`config.mk`:
```
export PLATFORM = sky130hd
export DESIGN_NAME = reflex_judge
export DESIGN_NICKNAME = d
export VERILOG_FILES = /design/src/rtl/reflex_judge.sv
export SDC_FILE = /design/constraint.sdc
export NUM_CORES = 1
export LEC_CHECK = 0
export ABC_AREA = 1
export CELL_PAD_IN_SITES_DETAIL_PLACEMENT = 1
export CELL_PAD_IN_SITES_GLOBAL_PLACEMENT = 2
export CORE_MARGIN = 2
export CORE_UTILIZATION = 38
export DETAILED_ROUTE_END_ITERATION = 6
export GPL_ROUTABILITY_DRIVEN = 1
export PLACE_DENSITY_LB_ADDON = 0.12
export SETUP_SLACK_MARGIN = 0.5
export SLEW_MARGIN = 10
export SYNTH_ARGS = -nofsm -noshare
export SYNTH_HDL_FRONTEND = slang
export SYNTH_SLANG_ARGS = --single-unit
```
`constraint.sdc`:
```
create_clock -name clk -period 2.9 [get_ports clk]
set_input_delay 0.58 -clock clk [delete_from_list [all_inputs] [get_ports clk]]
set_output_delay 0.58 -clock clk [all_outputs]
set_load 0.01 [all_outputs]
```
`src/rtl/reflex_judge.sv`:
```
// -----------------------------------------------------------------------------
// reflex_judge
//
// Round judge for the reflex game. Each edge of the round timer output
// (clk_4s) opens a new round and lights one pseudo-random target LED. The
// judge classifies player presses as hit, wrong or miss, keeps the score,
// and reports wrong_time back to the round timer. The timer stops toggling
// once wrong_time reaches 3.
//
// Optional feature (macro REFLEX_TIMEOUT_EN):
//   When the macro is defined, each armed round has a reaction window of
//   TIMEOUT_CYC clk cycles. If the window expires with no press, the round
//   counts as a miss. When the macro is not defined, the window lasts until
//   the next round edge.
//
// Ports:
//   clk        in   system clock, single clock domain
//   rst_n      in   asynchronous active-low reset
//   switch     in   game enable; rising edge starts a new game
//   clk_4s     in   round timer output, synchronous to clk; each edge = new round
//   btn        in   raw player buttons, active-high, asynchronous
//   target     out  one-hot lit LED, 0 when no round is armed
//   hit_pulse  out  single-cycle pulse on a correct press
//   score      out  correct hits, saturating
//   wrong_time out  wrong presses plus misses, saturating at 7
//   game_over  out  high while the game is over
// -----------------------------------------------------------------------------
module reflex_judge #(
    parameter int N_TARGETS   = 4,
    parameter int SCORE_W     = 8,
    parameter int TIMEOUT_CYC = 50000000
) (
    input  logic                 clk,
    input  logic                 rst_n,
    input  logic                 switch,
    input  logic                 clk_4s,
    input  logic [N_TARGETS-1:0] btn,
    output logic [N_TARGETS-1:0] target,
    output logic                 hit_pulse,
    output logic [SCORE_W-1:0]   score,
    output logic [2:0]           wrong_time,
    output logic                 game_over
);

    localparam int IW = $clog2(N_TARGETS);

    // Reject parameter values the target encoding cannot handle.
    if ((N_TARGETS != 2 && N_TARGETS != 4 && N_TARGETS != 8) || TIMEOUT_CYC < 1) begin : g_param_check
        $error("reflex_judge: N_TARGETS must be 2, 4 or 8 and TIMEOUT_CYC at least 1");
    end

    typedef enum logic [2:0] {
        IDLE,
        WAIT,
        ARMED,
        RESOLVED,
        OVER
    } state_t;

    state_t                 state, state_n;
    logic [N_TARGETS-1:0]   btn_s1, btn_s2, btn_s3;
    logic                   clk_4s_q;
    logic                   switch_q;
    logic [15:0]            lfsr;
    logic [IW-1:0]          prev_idx;

    logic [N_TARGETS-1:0]   press;
    logic                   round_edge;
    logic                   switch_rise;
    logic                   lfsr_fb;
    logic [IW-1:0]          lfsr_idx;
    logic [IW-1:0]          new_idx;
    logic [N_TARGETS-1:0]   new_target;
    logic [SCORE_W-1:0]     score_inc;
    logic [2:0]             wrong_inc;
    logic                   timeout;
    logic                   load;

    logic [N_TARGETS-1:0]   target_n;
    logic                   hit_n;
    logic [SCORE_W-1:0]     score_n;
    logic [2:0]             wrong_n;
    logic                   game_over_n;

    // btn_s1/btn_s2 form the synchroniser; btn_s3 is the previous synchronised
    // value used for rising-edge detection. A press therefore reaches the
    // judging logic on the third clock edge after the button rises.
    always_ff @(posedge clk or negedge rst_n) begin
        if (!rst_n) begin
            btn_s1   <= '0;
            btn_s2   <= '0;
            btn_s3   <= '0;
            clk_4s_q <= 1'b0;
            switch_q <= 1'b0;
        end else begin
            btn_s1   <= btn;
            btn_s2   <= btn_s1;
            btn_s3   <= btn_s2;
            clk_4s_q <= clk_4s;
            switch_q <= switch;
        end
    end

    assign press       = btn_s2 & ~btn_s3;
    assign round_edge  = clk_4s ^ clk_4s_q;
    assign switch_rise = switch & ~switch_q;

    // Fibonacci LFSR, taps 16,14,13,11, free-running so the target depends on
    // when the round edge arrives.
    assign lfsr_fb = lfsr[15] ^ lfsr[13] ^ lfsr[12] ^ lfsr[10];

    always_ff @(posedge clk or negedge rst_n) begin
        if (!rst_n) begin
            lfsr <= 16'hACE1;
        end else begin
            lfsr <= {lfsr[14:0], lfsr_fb};
        end
    end

    // Bumping a repeated index by one (wrapping) guarantees that two
    // consecutive rounds never light the same LED.
    assign lfsr_idx   = lfsr[IW-1:0];
    assign new_idx    = (lfsr_idx == prev_idx) ? lfsr_idx + IW'(1) : lfsr_idx;
    assign new_target = N_TARGETS'(1) << new_idx;

    always_ff @(posedge clk or negedge rst_n) begin
        if (!rst_n) begin
            prev_idx <= '0;
        end else if (load) begin
            prev_idx <= new_idx;
        end
    end

`ifdef REFLEX_TIMEOUT_EN
    localparam int TW = $clog2(TIMEOUT_CYC + 1);

    logic [TW-1:0] tmo_cnt;

    // Counts cycles spent in ARMED since the last target load; the count
    // parks at its terminal value because the round resolves right there.
    always_ff @(posedge clk or negedge rst_n) begin
        if (!rst_n) begin
            tmo_cnt <= '0;
        end else if (load) begin
            tmo_cnt <= '0;
        end else if (state == ARMED && tmo_cnt != TW'(TIMEOUT_CYC - 1)) begin
            tmo_cnt <= tmo_cnt + TW'(1);
        end
    end

    assign timeout = (state == ARMED) && (tmo_cnt == TW'(TIMEOUT_CYC - 1));
`else
    assign timeout = 1'b0;
`endif

    assign score_inc = (score == {SCORE_W{1'b1}}) ? score : score + SCORE_W'(1);
    assign wrong_inc = (wrong_time == 3'd7) ? wrong_time : wrong_time + 3'd1;

    always_ff @(posedge clk or negedge rst_n) begin
        if (!rst_n) begin
            state      <= IDLE;
            target     <= '0;
            hit_pulse  <= 1'b0;
            score      <= '0;
            wrong_time <= '0;
            game_over  <= 1'b0;
        end else begin
            state      <= state_n;
            target     <= target_n;
            hit_pulse  <= hit_n;
            score      <= score_n;
            wrong_time <= wrong_n;
            game_over  <= game_over_n;
        end
    end

    // Dropping switch overrides everything. While playing, a registered
    // wrong_time of 3 or more ends the game before any other event is looked
    // at. In ARMED a press is judged against the current target even if a
    // round edge arrives in the same cycle; the round edge then only loads
    // the next target, and counts a miss when no press accompanied it.
    always_comb begin
        state_n  = state;
        target_n = target;
        hit_n    = 1'b0;
        score_n  = score;
        wrong_n  = wrong_time;
        load     = 1'b0;

        if (!switch) begin
            state_n  = IDLE;
            target_n = '0;
        end else begin
            case (state)
                IDLE: begin
                    target_n = '0;
                    if (switch_rise) begin
                        score_n = '0;
                        wrong_n = '0;
                        state_n = WAIT;
                    end
                end
                WAIT, RESOLVED: begin
                    if (wrong_time >= 3'd3) begin
                        state_n  = OVER;
                        target_n = '0;
                    end else if (round_edge) begin
                        load     = 1'b1;
                        target_n = new_target;
                        state_n  = ARMED;
                    end else begin
                        target_n = '0;
                    end
                end
                ARMED: begin
                    if (wrong_time >= 3'd3) begin
                        state_n  = OVER;
                        target_n = '0;
                    end else begin
                        if (press != '0) begin
                            if (press == target) begin
                                score_n = score_inc;
                                hit_n   = 1'b1;
                            end else begin
                                wrong_n = wrong_inc;
                            end
                            state_n  = RESOLVED;
                            target_n = '0;
                        end else if (timeout) begin
                            wrong_n  = wrong_inc;
                            state_n  = RESOLVED;
                            target_n = '0;
                        end
                        if (round_edge) begin
                            if (press == '0) begin
                                wrong_n = wrong_inc;
                            end
                            load     = 1'b1;
                            target_n = new_target;
                            state_n  = ARMED;
                        end
                    end
                end
                OVER: begin
                    target_n = '0;
                end
                default: begin
                    state_n  = IDLE;
                    target_n = '0;
                end
            endcase
        end

        game_over_n = (state_n == OVER);
    end

endmodule

```
# Yosys cells after proc, flatten, opt, wreduce, memory -nomap -nowiden
# Cells that the tools add are included.
[word_totals] elab_cells=88 ff_bits=52
[classes] magnitude_cmp=1 n_reduce_logical=8 n_bitwise=8 n_eq_ne=15 n_mux=39 shift=1 addsub=3
[op_table] cell="two-way mux 3 bit" count=14
[op_table] cell="two-way mux 8 bit" count=5
[op_table] cell="two-way mux 4 bit" count=6
[op_table] cell="case mux 8 bit (2 select lines)" count=1
[op_table] cell="case mux 3 bit (4 select lines)" count=1
[op_table] cell="!= test 2 bit, second input constant" count=5
[op_table] cell="equality test 3 bit, second input constant" count=3
[op_table] cell="two-way mux 1 bit" count=9
[op_table] cell="adder 8 x 1 -> 8 bit, second input constant" count=1
[op_table] cell="equality test 8 bit, second input constant" count=1
[op_table] cell="case mux 4 bit (2 select lines)" count=1
[op_table] cell="AND reduction 7 bit" count=1
[op_table] cell="equality test 3 x 2 -> 1 bit, second input constant" count=2
[op_table] cell="case mux 3 bit (2 select lines)" count=1
[op_table] cell="!= test 5 bit, second input constant" count=1
[op_table] cell="bitwise AND 4 bit" count=1
[op_table] cell="equality test 4 bit" count=1
[op_table] cell="zero test 4 bit" count=1
[op_table] cell="inverter 4 bit" count=1
[op_table] cell="AND reduction 4 bit" count=1
[op_table] cell="nonzero test 4 bit" count=1
[op_table] cell="<< shifter 1 x 2 -> 4 bit, first input constant" count=1
[op_table] cell="bitwise XOR 1 bit" count=4
[op_table] cell="adder 3 x 1 -> 3 bit, second input constant" count=1
[op_table] cell="other kinds (11)" count=11

# Depth between registers and ports, before layout
[depth] ltp_word=9 ltp_mapped=11

# Worst setup path before layout
# No wires, ideal clock.
[synth_timing] path_kind="reg-to-reg" start="reg wrong_time[0]" end="reg score[6]" setup_ns=0.118 arrival_time_ns=1.469 period_less_slack_ns=1.587 stages_incl_launch_ff=11 setup_slack_ns=1.313 path_cell_list="dfrtp_1 > ha_1 > nor2_2 > nand2_2 > clkinv_2 > nand2_1 > o21ai_2 > nand3b_4 > buf_6 > nand2_1 > o21ai_2"
[synth_between] elab_chain_len=3
[synth_lines] item="from (decl)" line="41" source="output logic [2:0] wrong_time,"
[synth_lines] item="from (signal assigned)" line="172" source="wrong_time <= wrong_n;"
[synth_lines] item="greater-or-equal comparator 3 x 2 -> 1 bit" line="216" source="if (wrong_time >= 3'd3) begin"
[synth_lines] item="!= test 2 bit (no source line)"
[synth_lines] item="AND reduction 7 bit (no source line)"
[synth_lines] item="to (signal assigned)" line="171" source="score <= score_n;"
[synth_lines] item="to (decl)" line="40" source="output logic [SCORE_W-1:0] score,"
# Every way passes these cells.
# A chain may end at the register's enable or synchronous reset.

# Worst setup path in the final report
[layout_timing] start="reg score[3]" end="out score[3]"
# No word-level cell between the ends.

==> metrics.txt <==
# TYPE chip_impl_metric gauge
chip_impl_metric{name="postLayoutCellArea",unit="um^2"} 2545
chip_impl_metric{name="place_inst",unit=""} 306
chip_impl_metric{name="placeableCoreArea",unit="um^2"} 5473
chip_impl_metric{name="placement_rows",unit=""} 27
chip_impl_metric{name="multiInputGateArea",unit="um^2"} 710.7
chip_impl_metric{name="clock.fmax",unit="GHz"} 0.5173
chip_impl_info{name="cts_root_buffer",value="sky130_fd_sc_hd__clkbuf_8"} 1
chip_impl_metric{name="critical_path_required",unit="ns"} 2.32
chip_impl_metric{name="critPathMaxFanout",unit=""} 7
chip_impl_metric{name="via_count",unit=""} 1510
chip_impl_metric{name="worst-path-buf-inv",unit=""} 1
chip_impl_info{name="cts_tree",value="done"} 1
chip_impl_metric{name="grt_pass1_vias",unit=""} 1655
chip_impl_metric{name="place_congestion",unit=""} 0.8625
chip_impl_metric{name="global_route_overflow",unit=""} 0
chip_impl_metric{name="area_enclosed_by_the_die_boundary",unit="um^2"} 6226
chip_impl_info{name="mostFrequentLayoutCell",value="sky130_fd_sc_hd__nand2_1"} 1
chip_impl_metric{name="htree_levels",unit=""} 2
chip_impl_metric{name="clock_path_buffers",unit=""} 2
chip_impl_info{name="end_kind",value="primary output"} 1
chip_impl_metric{name="reg2reg_slack",unit="ns"} 1.17
chip_impl_info{name="most-common-layout-cells",value="48 x sky130_fd_sc_hd__nand2_1, 44 x sky130_fd_sc_hd__dfrtp_1, 23 x sky130_fd_sc_hd__clkdlybuf4s50_1"} 1
chip_impl_metric{name="detailedPlacementHpwl",unit="mm"} 3.281
chip_impl_metric{name="finalNetCount",unit=""} 251
chip_impl_metric{name="critical_path_data_arrival_time",unit="ns"} 1.35
chip_impl_metric{name="syn_area",unit="um^2"} 2132
chip_impl_metric{name="postRouteWirelength",unit="mm"} 4.583
chip_impl_metric{name="finalClockSkew",unit="ns"} 0.007928
chip_impl_metric{name="syn-num-nets",unit=""} 220
chip_impl_info{name="path_class",value="register to primary output"} 1
chip_impl_metric{name="clkSlewWorstSetupHoldPaths",unit="ns"} 0.10
chip_impl_metric{name="ir_worst_vdd",unit="mV"} 0.3343
chip_impl_metric{name="synth_cell_type_count",unit=""} 28
chip_impl_metric{name="slowest_delay",unit="ns"} 0.58
chip_impl_metric{name="ys_warn_count",unit=""} 0
chip_impl_info{name="critPathSlowestCell",value="sky130_fd_sc_hd__clkdlybuf4s50_1"} 1
chip_impl_metric{name="grt_pass1_wl",unit="mm"} 8.169
chip_impl_metric{name="post_drt_wl_per_cell",unit="um"} 14.60
chip_impl_info{name="cp_cell_sequence",value="clkdlybuf4s50_1"} 1
chip_impl_metric{name="finalMaxSlewViolations",unit=""} 0
chip_impl_metric{name="maximum_number_of_pins_on_one_net_before_global_route_repair",unit=""} 53
chip_impl_metric{name="placed_area",unit="um^2"} 2454
chip_impl_metric{name="worstMarginPinSlew",unit="ns"} 0.6395
chip_impl_metric{name="synth-seq-cells",unit=""} 52
chip_impl_metric{name="layout-area-overhead-vs-synth",unit="%"} 19.37
chip_impl_metric{name="fp.dieH",unit="um"} 78.91
chip_impl_metric{name="numClockSinks",unit=""} 52
chip_impl_metric{name="cts_resized",unit=""} 0
chip_impl_metric{name="drcViolationCount",unit=""} 0
chip_impl_metric{name="top_level_ports",unit=""} 25
chip_impl_metric{name="num-fill-cells",unit=""} 634
chip_impl_info{name="result_of_the_run",value="completed"} 1
chip_impl_metric{name="fin_crit",unit="ns"} 1.933
chip_impl_metric{name="antenna_violating_nets_post_route",unit=""} 0
chip_impl_info{name="worstSetupStartpointType",value="register"} 1
chip_impl_metric{name="num_antenna_cells",unit=""} 0
chip_impl_metric{name="ff_latch_area",unit="um^2"} 1311
chip_impl_metric{name="drive_gt1_frac",unit=""} 0.1736
chip_impl_metric{name="ys_seq_area_frac",unit=""} 0.6150
chip_impl_info{name="min_path_type",value="register to register"} 1
chip_impl_metric{name="share_of_the_cycle_needed_by_the_critical_path_after_routing",unit=""} 0.6666
chip_impl_metric{name="final_instance_count_without_filler_cells",unit=""} 314
chip_impl_metric{name="final_core_util",unit=""} 0.4650
chip_impl_metric{name="timing.slew.headroom",unit=""} 0.5736
chip_impl_info{name="rsz0062_at_grt",value="false"} 1
chip_impl_metric{name="setup-tns-final",unit="ns"} 0
chip_impl_metric{name="maxCapViolations",unit=""} 0
chip_impl_metric{name="number_of_antenna_violations_at_the_first_check_in_global_routing",unit=""} 0
chip_impl_metric{name="syn-mean-instance-area",unit="um^2"} 10.15
chip_impl_metric{name="die_width",unit="um"} 78.91
chip_impl_metric{name="ctsHoldBuffers",unit=""} 0
chip_impl_metric{name="post-cts-setup-buffer-count",unit=""} 0
chip_impl_metric{name="drt-pass1-iter-count",unit=""} 4
chip_impl_metric{name="p_leak",unit="uW"} 0.001189
chip_impl_metric{name="drt_iter0_drc",unit=""} 74
chip_impl_metric{name="initial_utilization",unit=""} 0.3896
chip_impl_metric{name="grtUsageTotal",unit=""} 0.1697
chip_impl_metric{name="clkLatencyLatePin",unit="ns"} 0.31
chip_impl_metric{name="numCtsBuffers",unit=""} 5
chip_impl_metric{name="buffer_ports.inserted",unit=""} 24
chip_impl_metric{name="netlist_instances",unit=""} 210
chip_impl_metric{name="final-setup-viol-count",unit=""} 0
chip_impl_info{name="crit_family",value="buffers and inverters"} 1
chip_impl_metric{name="vias_per_cell",unit=""} 4.809
chip_impl_metric{name="power.density_cell_area",unit="nW/um^2"} 527.2
chip_impl_metric{name="timing_hold_violations_final",unit=""} 0
[registers in the layout (all words and copies together) (netlist names)]
signal	flops
clk_4s_q	1
prev_idx	2
wrong_time	3
btn_s2	4
btn_s3	4
hit_pulse	1
score	8
btn_s1	4
target	4
game_over	1
lfsr	16
state	3
switch_q	1
[layout make-up]
class,count,area share
inverters,26,0.03884
clock inverters,3,0.008850
multi-input cells,131,0.2793
repair buffers,25,0.09538
clock buffers,5,0.02704
well taps,72,0.03540
flip-flops and latches,52,0.5152
[Yosys cell counts, drive strengths merged]
cell     instances  area share
dfstp            8       0.099
clkinv           1      0.0023
dfrtp           44        0.52
o21ai           17       0.056
xor2             4       0.016
a2111oi          1      0.0041
nand2           50       0.090
o22ai            1      0.0029
ha               2       0.012
nor2            18       0.035
nor4             1      0.0029
nand3b           2       0.013
a21oi            3      0.0070
a211oi           2      0.0070
inv             25       0.044
or2              3      0.0088
nand4            4       0.015
buf              1      0.0053
nand3           18       0.045
xnor2            4       0.016
nor3             1      0.0023
[layer usage]
layer | wire length [um] | GRT usage | share of wire | up-vias
li1 | - | - | - | 734
met1 | 2077 | 0.2226 | 0.45 | 746
met2 | 2269 | 0.2752 | 0.50 | 24
met3 | 142 | 0.03864 | 0.031 | 6
met4 | 93 | 0.06552 | 0.020 | 0
met5 | 0 | 0 | 0 | -
[path summary, 6_finish.rpt]
path,from,endpoint,cells past startpoint
worst max-delay path,score[3]$_DFFE_PN0P_,score[3],1
worst min-delay path,btn_s1[3]$_DFF_PN0_,btn_s2[3]$_DFF_PN0_,0
worst max register to register,wrong_time[0]$_DFFE_PN0P_,score[1]$_DFFE_PN0P_,9
worst min register to register,btn_s1[3]$_DFF_PN0_,btn_s2[3]$_DFF_PN0_,0
max in group asynchronous,rst_n,target[2]$_DFFE_PN0P_,2
min in group asynchronous,rst_n,btn_s2[3]$_DFF_PN0_,2
[metrics by stage]
| step | worst slack (ns) | total power, uW | hold slack [ns] |
|---|---|---|---|
| floorplan | 1.313 | 868.9 | 0.2844 |
| global placement | 0.7532 | 923.2 | 0.3347 |
| detailed placement | 0.6947 | 934.6 | 0.3363 |
| CTS | 0.9551 | 1364 | 0.3601 |
| global route | 0.7850 | 1412 | 0.3641 |
| finish | 0.9668 | 1342 | 0.3569 |
[kinds of logic (layout without fill, tap and decap cells)]
group / count (synthesis) / after routing / share of synthesized area
simple gates: 97 / 97 / 0.2119
flops: 52 / 52 / 0.6150
buf+inv: 27 / 59 / 0.05164
compound gates: 24 / 24 / 0.07688
xor+xnor: 8 / 8 / 0.03286
fa+ha+maj: 2 / 2 / 0.01174
[where the power goes]
group,internal (uW),switching (uW)
sequential,751,18.3
clock,173,249
combinational,53.4,96.1
No activity file was read; power rests on OpenSTA's default activity.
